## src/rtl/cpu_pkg.sv

```systemverilog
// Types shared across the pipeline: memory arbiter FSM states, access owners
// and the default bus widths.
package cpu_pkg;

    localparam int ADDR_W_DEFAULT = 32;
    localparam int DATA_W_DEFAULT = 32;

    typedef enum logic [1:0] {
        IDLE,
        BUSY_IF,
        BUSY_DM,
        DONE
    } arb_state_t;

    typedef enum logic {
        OWN_IF,
        OWN_DM
    } owner_t;

endpackage

```

## src/rtl/memory_arbiter_if.sv

```systemverilog
// Bundle of the fetch, memory-stage and memory-side signals around the arbiter.
// The master modport is the arbiter's view; slave is the surrounding pipeline/RAM.
interface memory_arbiter_if
    import cpu_pkg::*;
#(
    parameter int ADDR_W = ADDR_W_DEFAULT,
    parameter int DATA_W = DATA_W_DEFAULT
);

    logic              if_req;
    logic [ADDR_W-1:0] if_addr;
    logic [DATA_W-1:0] if_rdata;
    logic              if_ready;

    logic              dm_req;
    logic              dm_we;
    logic [ADDR_W-1:0] dm_addr;
    logic [DATA_W-1:0] dm_wdata;
    logic [DATA_W-1:0] dm_rdata;
    logic              dm_ready;

    logic              fetch_stall;
    logic              mem_stall;

    logic              ram_req;
    logic              ram_we;
    logic [ADDR_W-1:0] ram_addr;
    logic [DATA_W-1:0] ram_wdata;
    logic [DATA_W-1:0] ram_rdata;
    logic              ram_ready;

    modport master (
        input  if_req, if_addr, dm_req, dm_we, dm_addr, dm_wdata, ram_rdata, ram_ready,
        output if_rdata, if_ready, dm_rdata, dm_ready, fetch_stall, mem_stall,
               ram_req, ram_we, ram_addr, ram_wdata
    );

    modport slave (
        output if_req, if_addr, dm_req, dm_we, dm_addr, dm_wdata, ram_rdata, ram_ready,
        input  if_rdata, if_ready, dm_rdata, dm_ready, fetch_stall, mem_stall,
               ram_req, ram_we, ram_addr, ram_wdata
    );

endinterface

```

## src/rtl/memory_arbiter.sv

```systemverilog
// Shares one variable-latency memory between fetch and the memory stage; data wins.
// Define ARBITER_STARVATION_GUARD_EN to force a fetch grant after MAX_DATA_BURST data grants.
module memory_arbiter
    import cpu_pkg::*;
#(
    parameter int ADDR_W         = ADDR_W_DEFAULT,
    parameter int DATA_W         = DATA_W_DEFAULT,
    parameter int MAX_DATA_BURST = 4
) (
    input  logic             clk,
    input  logic             reset,
    memory_arbiter_if.master bus
);

    if (MAX_DATA_BURST < 1) begin : g_bad_burst
        $error("MAX_DATA_BURST must be at least 1");
    end

    arb_state_t        state_q, state_d;
    logic              grant;
    owner_t            grant_owner;
    logic              dm_wins;

    logic              ram_req_q;
    logic              ram_we_q;
    logic [ADDR_W-1:0] ram_addr_q;
    logic [DATA_W-1:0] ram_wdata_q;
    logic              if_ready_q;
    logic              dm_ready_q;
    logic [DATA_W-1:0] if_rdata_q;
    logic [DATA_W-1:0] dm_rdata_q;

`ifdef ARBITER_STARVATION_GUARD_EN
    localparam int BURST_W = $clog2(MAX_DATA_BURST + 1);

    logic [BURST_W-1:0] burst_q;

    // Fetch overrides data priority once the data side has had its burst.
    assign dm_wins = bus.dm_req && !(bus.if_req && burst_q == BURST_W'(MAX_DATA_BURST));

    always_ff @(posedge clk) begin
        if (reset) begin
            burst_q <= '0;
        end else if (state_q == IDLE) begin
            if (!bus.if_req || (grant && grant_owner == OWN_IF)) begin
                burst_q <= '0;
            end else if (grant && grant_owner == OWN_DM) begin
                burst_q <= burst_q + 1'b1;
            end
        end
    end
`else
    assign dm_wins = bus.dm_req;
`endif

    always_ff @(posedge clk) begin
        if (reset) begin
            state_q <= IDLE;
        end else begin
            state_q <= state_d;
        end
    end

    // NOTE: every output of this block gets a default first, so no path leaves
    // a signal unassigned and no latch is inferred.
    always_comb begin
        state_d     = state_q;
        grant       = 1'b0;
        grant_owner = OWN_DM;
        case (state_q)
            IDLE: begin
                if (dm_wins) begin
                    grant       = 1'b1;
                    grant_owner = OWN_DM;
                    state_d     = BUSY_DM;
                end else if (bus.if_req) begin
                    grant       = 1'b1;
                    grant_owner = OWN_IF;
                    state_d     = BUSY_IF;
                end
            end
            BUSY_IF, BUSY_DM: begin
                if (bus.ram_ready) begin
                    state_d = DONE;
                end
            end
            DONE:    state_d = IDLE;
            default: state_d = IDLE;
        endcase
    end

    // NOTE: sequential state is updated with non-blocking assignments so every
    // flop samples the pre-edge values regardless of statement order.
    always_ff @(posedge clk) begin
        if (reset) begin
            ram_req_q   <= 1'b0;
            ram_we_q    <= 1'b0;
            ram_addr_q  <= '0;
            ram_wdata_q <= '0;
            if_ready_q  <= 1'b0;
            dm_ready_q  <= 1'b0;
            if_rdata_q  <= '0;
            dm_rdata_q  <= '0;
        end else begin
            if (grant && grant_owner == OWN_DM) begin
                ram_we_q    <= bus.dm_we;
                ram_addr_q  <= bus.dm_addr;
                ram_wdata_q <= bus.dm_wdata;
            end else if (grant) begin
                ram_we_q    <= 1'b0;
                ram_addr_q  <= bus.if_addr;
            end

            ram_req_q  <= (state_d == BUSY_IF) || (state_d == BUSY_DM);
            if_ready_q <= (state_q == BUSY_IF) && bus.ram_ready;
            dm_ready_q <= (state_q == BUSY_DM) && bus.ram_ready;

            if (state_q == BUSY_IF && bus.ram_ready) begin
                if_rdata_q <= bus.ram_rdata;
            end
            // Stores complete with a ready pulse but leave the load data untouched.
            if (state_q == BUSY_DM && bus.ram_ready && !ram_we_q) begin
                dm_rdata_q <= bus.ram_rdata;
            end
        end
    end

    assign bus.ram_req     = ram_req_q;
    assign bus.ram_we      = ram_we_q;
    assign bus.ram_addr    = ram_addr_q;
    assign bus.ram_wdata   = ram_wdata_q;
    assign bus.if_ready    = if_ready_q;
    assign bus.dm_ready    = dm_ready_q;
    assign bus.if_rdata    = if_rdata_q;
    assign bus.dm_rdata    = dm_rdata_q;
    assign bus.fetch_stall = bus.if_req & ~if_ready_q;
    assign bus.mem_stall   = bus.dm_req & ~dm_ready_q;

endmodule

```

## src/flat_wrapper.sv

```systemverilog
// flat-port wrapper written by rule: the top's interface ports become plain ports
module memory_arbiter_flat import cpu_pkg::*;
#(
    parameter int ADDR_W         = ADDR_W_DEFAULT,
    parameter int DATA_W         = DATA_W_DEFAULT,
    parameter int MAX_DATA_BURST = 4
)
  (clk, reset, bus_if_req, bus_if_addr, bus_dm_req, bus_dm_we, bus_dm_addr, bus_dm_wdata, bus_ram_rdata, bus_ram_ready, bus_if_rdata, bus_if_ready, bus_dm_rdata, bus_dm_ready, bus_fetch_stall, bus_mem_stall, bus_ram_req, bus_ram_we, bus_ram_addr, bus_ram_wdata);
  memory_arbiter_if #(.ADDR_W(ADDR_W), .DATA_W(DATA_W)) bus_i ();
  input  logic clk;
  input  logic reset;
  input wire logic [$bits(bus_i.if_req)-1:0] bus_if_req;
  input wire logic [$bits(bus_i.if_addr)-1:0] bus_if_addr;
  input wire logic [$bits(bus_i.dm_req)-1:0] bus_dm_req;
  input wire logic [$bits(bus_i.dm_we)-1:0] bus_dm_we;
  input wire logic [$bits(bus_i.dm_addr)-1:0] bus_dm_addr;
  input wire logic [$bits(bus_i.dm_wdata)-1:0] bus_dm_wdata;
  input wire logic [$bits(bus_i.ram_rdata)-1:0] bus_ram_rdata;
  input wire logic [$bits(bus_i.ram_ready)-1:0] bus_ram_ready;
  output wire logic [$bits(bus_i.if_rdata)-1:0] bus_if_rdata;
  output wire logic [$bits(bus_i.if_ready)-1:0] bus_if_ready;
  output wire logic [$bits(bus_i.dm_rdata)-1:0] bus_dm_rdata;
  output wire logic [$bits(bus_i.dm_ready)-1:0] bus_dm_ready;
  output wire logic [$bits(bus_i.fetch_stall)-1:0] bus_fetch_stall;
  output wire logic [$bits(bus_i.mem_stall)-1:0] bus_mem_stall;
  output wire logic [$bits(bus_i.ram_req)-1:0] bus_ram_req;
  output wire logic [$bits(bus_i.ram_we)-1:0] bus_ram_we;
  output wire logic [$bits(bus_i.ram_addr)-1:0] bus_ram_addr;
  output wire logic [$bits(bus_i.ram_wdata)-1:0] bus_ram_wdata;
  assign bus_i.if_req = bus_if_req;
  assign bus_i.if_addr = bus_if_addr;
  assign bus_i.dm_req = bus_dm_req;
  assign bus_i.dm_we = bus_dm_we;
  assign bus_i.dm_addr = bus_dm_addr;
  assign bus_i.dm_wdata = bus_dm_wdata;
  assign bus_i.ram_rdata = bus_ram_rdata;
  assign bus_i.ram_ready = bus_ram_ready;
  assign bus_if_rdata = bus_i.if_rdata;
  assign bus_if_ready = bus_i.if_ready;
  assign bus_dm_rdata = bus_i.dm_rdata;
  assign bus_dm_ready = bus_i.dm_ready;
  assign bus_fetch_stall = bus_i.fetch_stall;
  assign bus_mem_stall = bus_i.mem_stall;
  assign bus_ram_req = bus_i.ram_req;
  assign bus_ram_we = bus_i.ram_we;
  assign bus_ram_addr = bus_i.ram_addr;
  assign bus_ram_wdata = bus_i.ram_wdata;
  memory_arbiter #(.ADDR_W(ADDR_W), .DATA_W(DATA_W), .MAX_DATA_BURST(MAX_DATA_BURST)) u_core (.clk(clk), .reset(reset), .bus(bus_i));
endmodule
```

## config.mk

```make
export PLATFORM = sky130hd
export DESIGN_NAME = memory_arbiter_flat
export DESIGN_NICKNAME = d
export VERILOG_FILES = /design/src/rtl/cpu_pkg.sv /design/src/rtl/memory_arbiter_if.sv /design/src/rtl/memory_arbiter.sv /design/src/flat_wrapper.sv
export SDC_FILE = /design/constraint.sdc
export NUM_CORES = 1
export LEC_CHECK = 0
export ABC_AREA = 1
export ABC_CLOCK_PERIOD_IN_PS = 2000
export CAP_MARGIN = 20
export CORE_UTILIZATION = 39
export DETAILED_ROUTE_END_ITERATION = 12
export PLACE_DENSITY = 0.8
export SLEW_MARGIN = 40
export SYNTH_ARGS = -nofsm -noshare
export SYNTH_HDL_FRONTEND = slang
export SYNTH_SLANG_ARGS = --single-unit
```

## constraint.sdc

```tcl
create_clock -name clk -period 2 [get_ports clk]
set_input_delay 0.4 -clock clk [delete_from_list [all_inputs] [get_ports clk]]
set_output_delay 0.4 -clock clk [all_outputs]
set_load 0.05 [all_outputs]
```

# Yosys cells after proc, flatten, opt, wreduce, memory -nomap -nowiden

Cells that the tools add are included.

Flip-flop bits (word level): 134
Output and inout port bits: 134

Eq/ne operators: 5
Mux-type cells: 14
Bitwise logic cells: 4
Reductions and logical operators: 9

Operators by type and width:

| cell                                                 | count |
|---|---|
| 2-to-1 mux 32 bit                                    | 2 |
| 2-to-1 mux 1 bit                                     | 8 |
| equality test 2 bit (second input constant)          | 3 |
| 2-to-1 mux 2 bit                                     | 3 |
| one-hot mux 2 bit (3 select lines)                   | 1 |
| equality test 2 x 1 -> 1 bit (second input constant) | 2 |
| logical AND 1 bit                                    | 4 |
| bitwise AND 1 bit                                    | 2 |
| zero test 2 bit                                      | 1 |
| inverter 1 bit                                       | 2 |
| nonzero test 2 bit                                   | 1 |
| OR reduction 2 bit                                   | 1 |
| zero test 1 bit                                      | 1 |
| logical OR 1 bit                                     | 1 |

# Logic depth before layout (Yosys ltp)

Gate-level depths: netlist of run 1.

Word-level depth: 5
Mapped depth: 9
Depth with buffers taken out: 9

# Worst setup path after synthesis of run 1

OpenSTA, ideal clock, no wires.

Path kind: input -> output
Start: input port bus_dm_req
End: output port bus_mem_stall
Arrival time: 1.230 ns
Required time: 1.600 ns
Setup slack: 0.370 ns
Cell stages on the path: 3
Buffers on the path: 1
Cell sequence: buf_4 -> inv_2 -> nor2_1

Word-level cells in the longest chain between the ends: 1

Ends and longest elaborated chain:

| what               | line                  | source |
|---|---|---|
| start: declaration | flat_wrapper.sv:14    | `input wire logic [$bits(bus_i.dm_req)-1:0] bus_dm_req;` |
| bitwise AND 1 bit  | memory_arbiter.sv:137 | `assign bus.mem_stall = bus.dm_req & ~dm_ready_q;` |
| end: declaration   | flat_wrapper.sv:25    | `output wire logic [$bits(bus_i.mem_stall)-1:0] bus_mem_stall;` |

Every way passes these cells.

# Final worst setup path of run 1

Start: register u_core.ram_wdata_q[21] (netlist: u_core.bus.ram_wdata[21])
End: output port bus_ram_wdata[21]

RTL lines:

| what                     | line                  | source |
|---|---|---|
| start: declaration       | memory_arbiter.sv:27  | `logic [DATA_W-1:0] ram_wdata_q;` |
| start signal: assignment | memory_arbiter.sv:108 | `ram_wdata_q <= bus.dm_wdata;` |
| end: declaration         | flat_wrapper.sv:29    | `output wire logic [$bits(bus_i.ram_wdata)-1:0] bus_ram_wdata;` |

No word-level cell between the ends.

==> impl_results.md, run 1 <==
* Final ANT Viol Nets at 0
* Synth top area share at 0.527
* R2R depth at 6
* Most frequent cell after synthesis: nor2_1
* DR WL/cell at 14.7 um
* Vias in the first global route at between 4k and 5k
* Power Density at 967 nW/um2
* DR iter-0 viols at roughly 250
* Peak VDD IR at between 0.5 and 0.6 mV
* Layout Skew at about 5.2 ps
* Cell count after synthesis at 693
* Switching portion of total power at 0.320
* Final setup vio count at 0
* IO Pins at 268
* Crit path max fanout at 2
* Yosys warning count at 0
* H-Tree Depth at 4
* RR Startpoint: u_core.state_q[1]
* Worst setup path start: u_core.bus.ram_wdata[21]
* Post-synthesis simple-gate area fraction at 0.260
* Core region area at between 10000 and 15000 um2
* DRC errors left at 0
* Worst hold path type: flop to flop
* Vias at between 5k and 6k
* CP max stage cell: clkdlybuf4s50_1
* Clk_lat worst skew at 410 ps
* IO buf count at 267
* Most common library cells after synthesis: nor2_1 (181), dfxtp_1 (134), nand2_1 (114)
* Via density at approximately 4.8
* Post-CTS Setup Inserts at 0
* Setup crit end kind: output pin
* CTS Hold Bufs at 0
* Slowest stage delay, CP at 820 ps
* Largest delay share family, worst path: buffers and inverters
* Sequential Power Share at 0.359
* Post-synth ARST share at 0
* Post-synth EDFFs at 0
* Largest family of logic cells by synthesized area: simple AND/OR/NAND/NOR gates
* Total power at 8410 uW
* Critical Path RT at 1600 ps
* Layout cells sized above 1 at 0.0642
* Final-stage net count at 1089
* RePlAce Congestion at 0.809
* Clock Power Share at 0.362
* Initial core utilization at 0.402
* Initial antenna violation count at 0
* R2R setup slack at between 300 and 400 ps
* CTS tree: done
* Setup CP Type: flop to output pin
* Final hold violation count at 0
* Arrival time at the worst endpoint at 1570 ps
* FMAX at 0.507 GHz
* Buf/Inv on CP at 1
* Critical Path, Cell by Cell: clkdlybuf4s50_1
* Clock Tree Root: clkbuf_16
* Row cnt at 41
* Compound-Gate Fraction of Synth Area at 0.145
* Gate power share at 0.279
* Resize count post-CTS at 4
* Final Util at 0.687
* Routed WL at ~17000 um
* Main flop type after synthesis: dfxtp_1
* Die Area at 13500 um2
* Synth Cell Area at 5090 um2
* Max_slew headroom at 0.627
* Critical path depth in cells at 1
* Antenna diodes at 0
* Critical Path Sink: bus_ram_wdata[21]
* R2r endpoint: u_core.bus.ram_wdata[15]
* Period minus WS final at between 1500 and 2000 ps
* Leakage at 0.00412 uW
* Clock Tree Buf Depth at 2
* Adder-Cell Fraction of Synth Area at 0.00738
* Die H at approximately 120 um
* Final Max Slew Viols at 0
* Sequential area share after synthesis at 0.527
* Fin crit share at 0.987
* Maxcap violations at 0
* Largest net degree at the start of global routing at 54
* Clock buffer count from CTS at 17
* Synth area leader: dfxtp_1
* Post-synthesis xor/xnor area fraction at 0
* Worst-Margin Slew at 559 ps
* Status: finished clean
* Mux cell area share after synthesis at 0
* Die X at 116 um
* RSZ-0062 raised after global routing: no
* Clock transition at path regs at about 60 ps
* Final setup TNS at 0 ps
* Area contributors post-synth: dfxtp_1 (53%), nor2_1 (13%), nand2_1 (8.4%)
* Area delta synth->final at 71.0%
* Pre-Repair DR Iteration Count at 4
* Detailed Place HPWL at 11500 um
* Post-Synthesis Net Count at 830
* Total Routing Usage GR at 0.237
* First-pass GRT wire length at 24400 um
* P_sw at 2700 uW
* Mapped Avg Cell Area at about 7.3 um2
* Internal power at between 5000 and 6000 uW
* Yosys cell types at 16
* CTS sink cnt at 134
* Total gr overflow at 0
* FF+latch count, synth at 134
* Critical Path Start Type: flop
[routing by layer]
layer  vias to the layer above  GRT usage  wire [um]
met2                       208      0.411       8310
met4                         0     0.0966        316
met1                      2476      0.263       6460
met3                        22     0.0835       1570
met5                         -          0          0
li1                       2733          -          -
[how the worst min path moves through the flow]
stage | end | start | depth (start not counted) | slack, ps
5_1_grt | u_core.bus.ram_req | reset | 4 | 470
3_5_place_dp | u_core.bus.ram_wdata[2] | u_core.bus.ram_wdata[2] | 2 | 460
4_1_cts | u_core.bus.ram_req | reset | 4 | 440
3_3_place_gp | u_core.bus.ram_wdata[1] | u_core.bus.ram_wdata[1] | 2 | 450
6_report | u_core.bus.ram_wdata[2] | u_core.bus.ram_wdata[2] | 2 | 460
2_1_floorplan | u_core.bus.dm_rdata[0] | bus_ram_rdata[0] | 2 | 530
[through the flow]
| stage | worst slack [ps] | hold WS (ps) | instance area (um2) | cells |
|---|---|---|---|---|
| after floorplan | 370 | 535 | 5090 | 693 |
| after global placement | 156 | 450 | 8040 | 1105 |
| after detailed placement | 117 | 455 | 8040 | 1105 |
| after CTS | 0.683 | 437 | 8610 | 1137 |
| after global routing | 0.838 | 466 | 8700 | 1137 |
| final | 26.9 | 462 | 8700 | 1137 |
[state kept, by name, summed over array words and instances, names as in the netlist]
| signal | flops |
|---|---|
| u_core.bus.dm_ready | 1 |
| u_core.state_q | 2 |
| u_core.bus.if_rdata | 32 |
| u_core.bus.dm_rdata | 32 |
| u_core.bus.ram_we | 1 |
| u_core.bus.ram_req | 1 |
| u_core.bus.ram_wdata | 32 |
| u_core.bus.ram_addr | 32 |
| u_core.bus.if_ready | 1 |
[layout make-up]
type / count / area [um2]
repair buffers: 287 / 3020
inverters: 28 / 105
clock inverters: 8 / 97.6
clock buffers: 24 / 482
fillers: 1068 / 3970
well taps: 172 / 215
flip-flops and latches: 134 / 2680
multi-input cells: 484 / 2100
[power by group through the flow]
stage	Combinational (uW)	Clock, uW	Sequential, uW
global placement	2330	0	3070
floorplan	593	0	3860
CTS	2360	3100	3020
detailed placement	2350	0	3070
global route	2490	3210	3040
finish	2340	3050	3020
[placed cells by master (no fill, tap or decap)]
cell             synthesis  final
nand3_2                  1      1
inv_2                    2      3
dfxtp_1                134    134
nand2_2                  1      1
nand3_1                 36     36
bufinv_16                0      2
clkdlybuf4s50_1          0    222
buf_12                   0     11
clkinv_2                 0      3
clkbuf_1                29      4
nor2_2                   0      1
dlymetal6s2s_1           0     34
buf_2                   11      1
buf_4                    4     15
nand3_4                  1      1
nor2_1                 181    180
o21ai_0                 80     80
ha_1                     3      3
a21oi_1                 67     67
clkbuf_8                 0      3
inv_1                   26     25
clkbuf_16                0     17
clkinvlp_4               0      3
nand2_1                114    114
dlygate4sd2_1            0      4
[cells by family (layout without fill, tap and decap cells)]
| kind of cell | after synthesis | count (layout) |
|---|---|---|
| AOI/OAI and AO/OA | 147 | 147 |
| DFF | 134 | 134 |
| adders and majority gates | 3 | 3 |
| and+or+nand+nor | 334 | 334 |
| buffers and inverters | 75 | 347 |
Power figures use the tool's default switching activity.
==> run 2, diff against run 1 <==
--- a/config.mk
+++ b/config.mk
@@ -5,12 +5,11 @@
 export SDC_FILE = /design/constraint.sdc
 export NUM_CORES = 1
 export LEC_CHECK = 0
-export ABC_AREA = 1
 export ABC_CLOCK_PERIOD_IN_PS = 2000
 export CAP_MARGIN = 20
 export CORE_UTILIZATION = 39
 export DETAILED_ROUTE_END_ITERATION = 12
-export PLACE_DENSITY = 0.8
+export PLACE_DENSITY = 0.81
 export SLEW_MARGIN = 40
 export SYNTH_ARGS = -nofsm -noshare
 export SYNTH_HDL_FRONTEND = slang
==> run 2 against run 1 <==
Total power increased by 24%. Sequential cell count unchanged. First-iteration DRC count increased by 30%. Worst setup slack improved by 1.8 ps. Count of clock-buffer cells in the layout decreased by 7. Synthesized area decreased by 3.5%. Combinational power increased by 60%. Non-clock buffer count decreased by 2. Hold slack got worse by 59 ps. Synthesized cell count decreased by 14%. Fmax about the same. Critical path type unchanged. Largest cell class unchanged. Largest power group is now combinational cells.
==> impl_results.md, run 2 <==
* Synth area leader: dfxtp_1
* Core region area at 12200 um2 (-4.0%)
* Maxcap violations at 0 (unchanged)
* Antenna diodes at 0 (unchanged)
* Main flop type after synthesis: dfxtp_1
* Peak VDD IR at 0.641 mV (+16%)
* Commonest non-fill, non-tap cell in the layout: nand2_1
* Synth top area share at 0.547 (+0.0192)
* Initial antenna violation count at 0 (unchanged)
* Total gr overflow at 0 (unchanged)
* Setup CP Type: flop to output pin
* DR WL/cell at 15.6 um (+6.5%)
* Initial core utilization at 0.404 (+0.00210)
* Largest net degree at the start of global routing at 52 (-3.7%)
* Final hold violation count at 0 (unchanged)
* CTS Hold Bufs at 0 (unchanged)
* Internal power at 6620 uW (+16%)
* Status: finished clean
* Clock buffer count from CTS at 17 (unchanged)
* Mapped Avg Cell Area at 8.19 um2 (+12%)
* Clock Power Share at 0.328 (-0.034)
* Final setup TNS at 0 ps (unchanged)
* Critical Path RT at 1600 ps (about the same)
* IO buf count at 267 (unchanged)
* CP max stage cell: clkdlybuf4s50_1
* Routed WL at 16100 um (-3.1%)
* Max_slew headroom at 0.627 (about the same)
* Worst slack, placed at 108 ps (-9.27 ps)
* Critical Path, Cell by Cell: clkdlybuf4s50_1
* CTS sink cnt at 134 (unchanged)
* Most used routing layer: met2
* FF+latch count, synth at 134 (unchanged)
* Cell count after synthesis at 599 (-14%)
* Power Density at 1220 nW/um2 (+26%)
* Clock transition at path regs at 60 ps (about the same)
* Synth Cell Area at 4910 um2 (-3.5%)
* Detailed Place HPWL at 11400 um (-0.97%)
* Slowest stage delay, CP at 820 ps (about the same)
* Final Max Slew Viols at 0 (unchanged)
* DRC errors left at 0 (unchanged)
* Met2 Resource Use GR at 0.432 (+0.0204)
* Clock Tree Root: clkbuf_16
* Die X at 114 um (-1.7%)
* Total power at 10400 uW (+24%)
* Area contributors post-synth: dfxtp_1 (55%), nand2_1 (15%), a21oi_1 (9.9%)
* FMAX at 0.507 GHz (about the same)
* Grt met3 use at 0.0879 (+0.00433)
* Final worst setup slack at 28.7 ps (+1.76 ps)
* Setup crit end kind: output pin
* Post-DP Area at 7800 um2 (-3.0%)
* Arrival time at the worst endpoint at 1570 ps (about the same)
* Fin crit share at 0.986 (about the same)
* Buf/Inv on CP at 1 (unchanged)
* Post-route design area at 8550 um2 (-1.7%)
* Largest delay share family, worst path: buffers and inverters
* Clock Tree Buf Depth at 2 (unchanged)
* Post-CTS Setup Inserts at 0 (unchanged)
* Final setup vio count at 0 (unchanged)
* Sequential area share after synthesis at 0.547 (+0.0192)
* Post-Synthesis Net Count at 736 (-11%)
* Gate power share at 0.359 (+0.080)
* Most common library cells after synthesis: nand2_1 (197), dfxtp_1 (134), a21oi_1 (97)
* Layout Skew at 5.08 ps (-0.145 ps)
* Die H at 114 um (-1.7%)
* Post-synth EDFFs at 0 (unchanged)
* Row cnt at 40 (-2.4%)
* Clk_lat worst skew at 420 ps (about the same)
* CTS tree: done
* Crit path max fanout at 2 (unchanged)
* Final ANT Viol Nets at 0 (unchanged)
* Via density at 4.99 (+4.4%)
* Sequential Power Share at 0.313 (-0.046)
* Critical Path Start Type: flop
* GR Layer Usage met1 at 0.247 (-0.0166)
* Most frequent cell after synthesis: nand2_1
* Vias at 5162 (-5.1%)
* P_sw at 3820 uW (+42%)
* Post-synth ARST share at 0 (unchanged)
* First-pass GRT wire length at 24100 um (-0.96%)
* H-Tree Depth at 4 (unchanged)
* Yosys cell types at 24 (+8)
* Yosys warning count at 0 (unchanged)
* Die Area at 13000 um2 (-3.5%)
* Period minus WS final at 1970 ps (-1.76 ps)
* Leakage at 0.00394 uW (-4.3%)
* Worst hold path type: input port to flop
* Vias in the first global route at 5008 (+3.8%)
* Pre-Repair DR Iteration Count at 4 (unchanged)
* DR iter-0 viols at 329 (+30%)
* IO Pins at 268 (unchanged)
* Area delta synth->final at 74.2%
* RePlAce Congestion at 0.844 (+4.3%)
* Total Routing Usage GR at 0.241 (+0.00451)
* Worst-Margin Slew at 558 ps (-0.834 ps)
* Final-stage net count at 990 (-9.1%)
* Most frequent cells in the layout: nand2_1 (197), clkdlybuf4s50_1 (195), dfxtp_1 (134)
* Layout cells sized above 1 at 0.0739 (+0.00965)
* Switching portion of total power at 0.366 (+0.0453)
* Hold WS at 403 ps (-59.5 ps)
==> run 2: final timing paths <==
check | startpoint | to | depth (start not counted) | slack, ps
setup reg to reg | u_core.state_q[0] | u_core.bus.ram_addr[12] | 6 | 250
setup / recovery | u_core.bus.dm_rdata[9] | bus_dm_rdata[9] | 1 | 30
hold / removal | reset | u_core.bus.ram_req | 2 | 400
hold reg to reg | u_core.bus.ram_wdata[10] | u_core.bus.ram_wdata[10] | 2 | 450
==> run 2: cells by family after synthesis <==
logic type,share of synthesized area
and+or+nand+nor,0.188
AOI/OAI and AO/OA,0.192
DFF,0.547
buffers and inverters,0.0510
muxes,0.0122
adders and majority gates,0.00765
xor gates and xnor gates,0.00178
==> run 2: routing by layer <==
layer  wire, um  vias up
met3       1490       41
met4        612        0
met1       5790     2371
met5          0        -
met2       8250      238
li1           -     2512
==> run 2: timing repair <==
action,CTS,global route
resized for setup,17,49
endpoints found under the hold margin,0,0
setup endpoints to repair,17,49
==> run 2: through the flow <==
step                      cells  utilization
after floorplan             599            -
after global placement     1002        0.641
final                      1034        0.703
after CTS                  1034        0.693
after detailed placement   1002        0.641
after global routing       1034        0.703
==> run 2: power by group through the flow <==
stage,sequential (uW),combinational [uW],clock (uW)
6_report,3260,3750,3420
5_1_grt,3300,3950,3590
4_1_cts,3270,3770,3470
3_5_place_dp,3320,3780,0
3_3_place_gp,3300,3710,0
2_1_floorplan,4600,1080,0
==> run 2: cell type report <==
| class | instances | area (um2) |
|---|---|---|
| clock inverter | 15 | 228 |
| fill | 916 | 3610 |
| sequential | 134 | 2680 |
| multi-input combinational | 412 | 1980 |
| timing repair buffer | 285 | 3010 |
| tap | 168 | 210 |
| clock buffer | 17 | 425 |
| inverter | 3 | 11.3 |
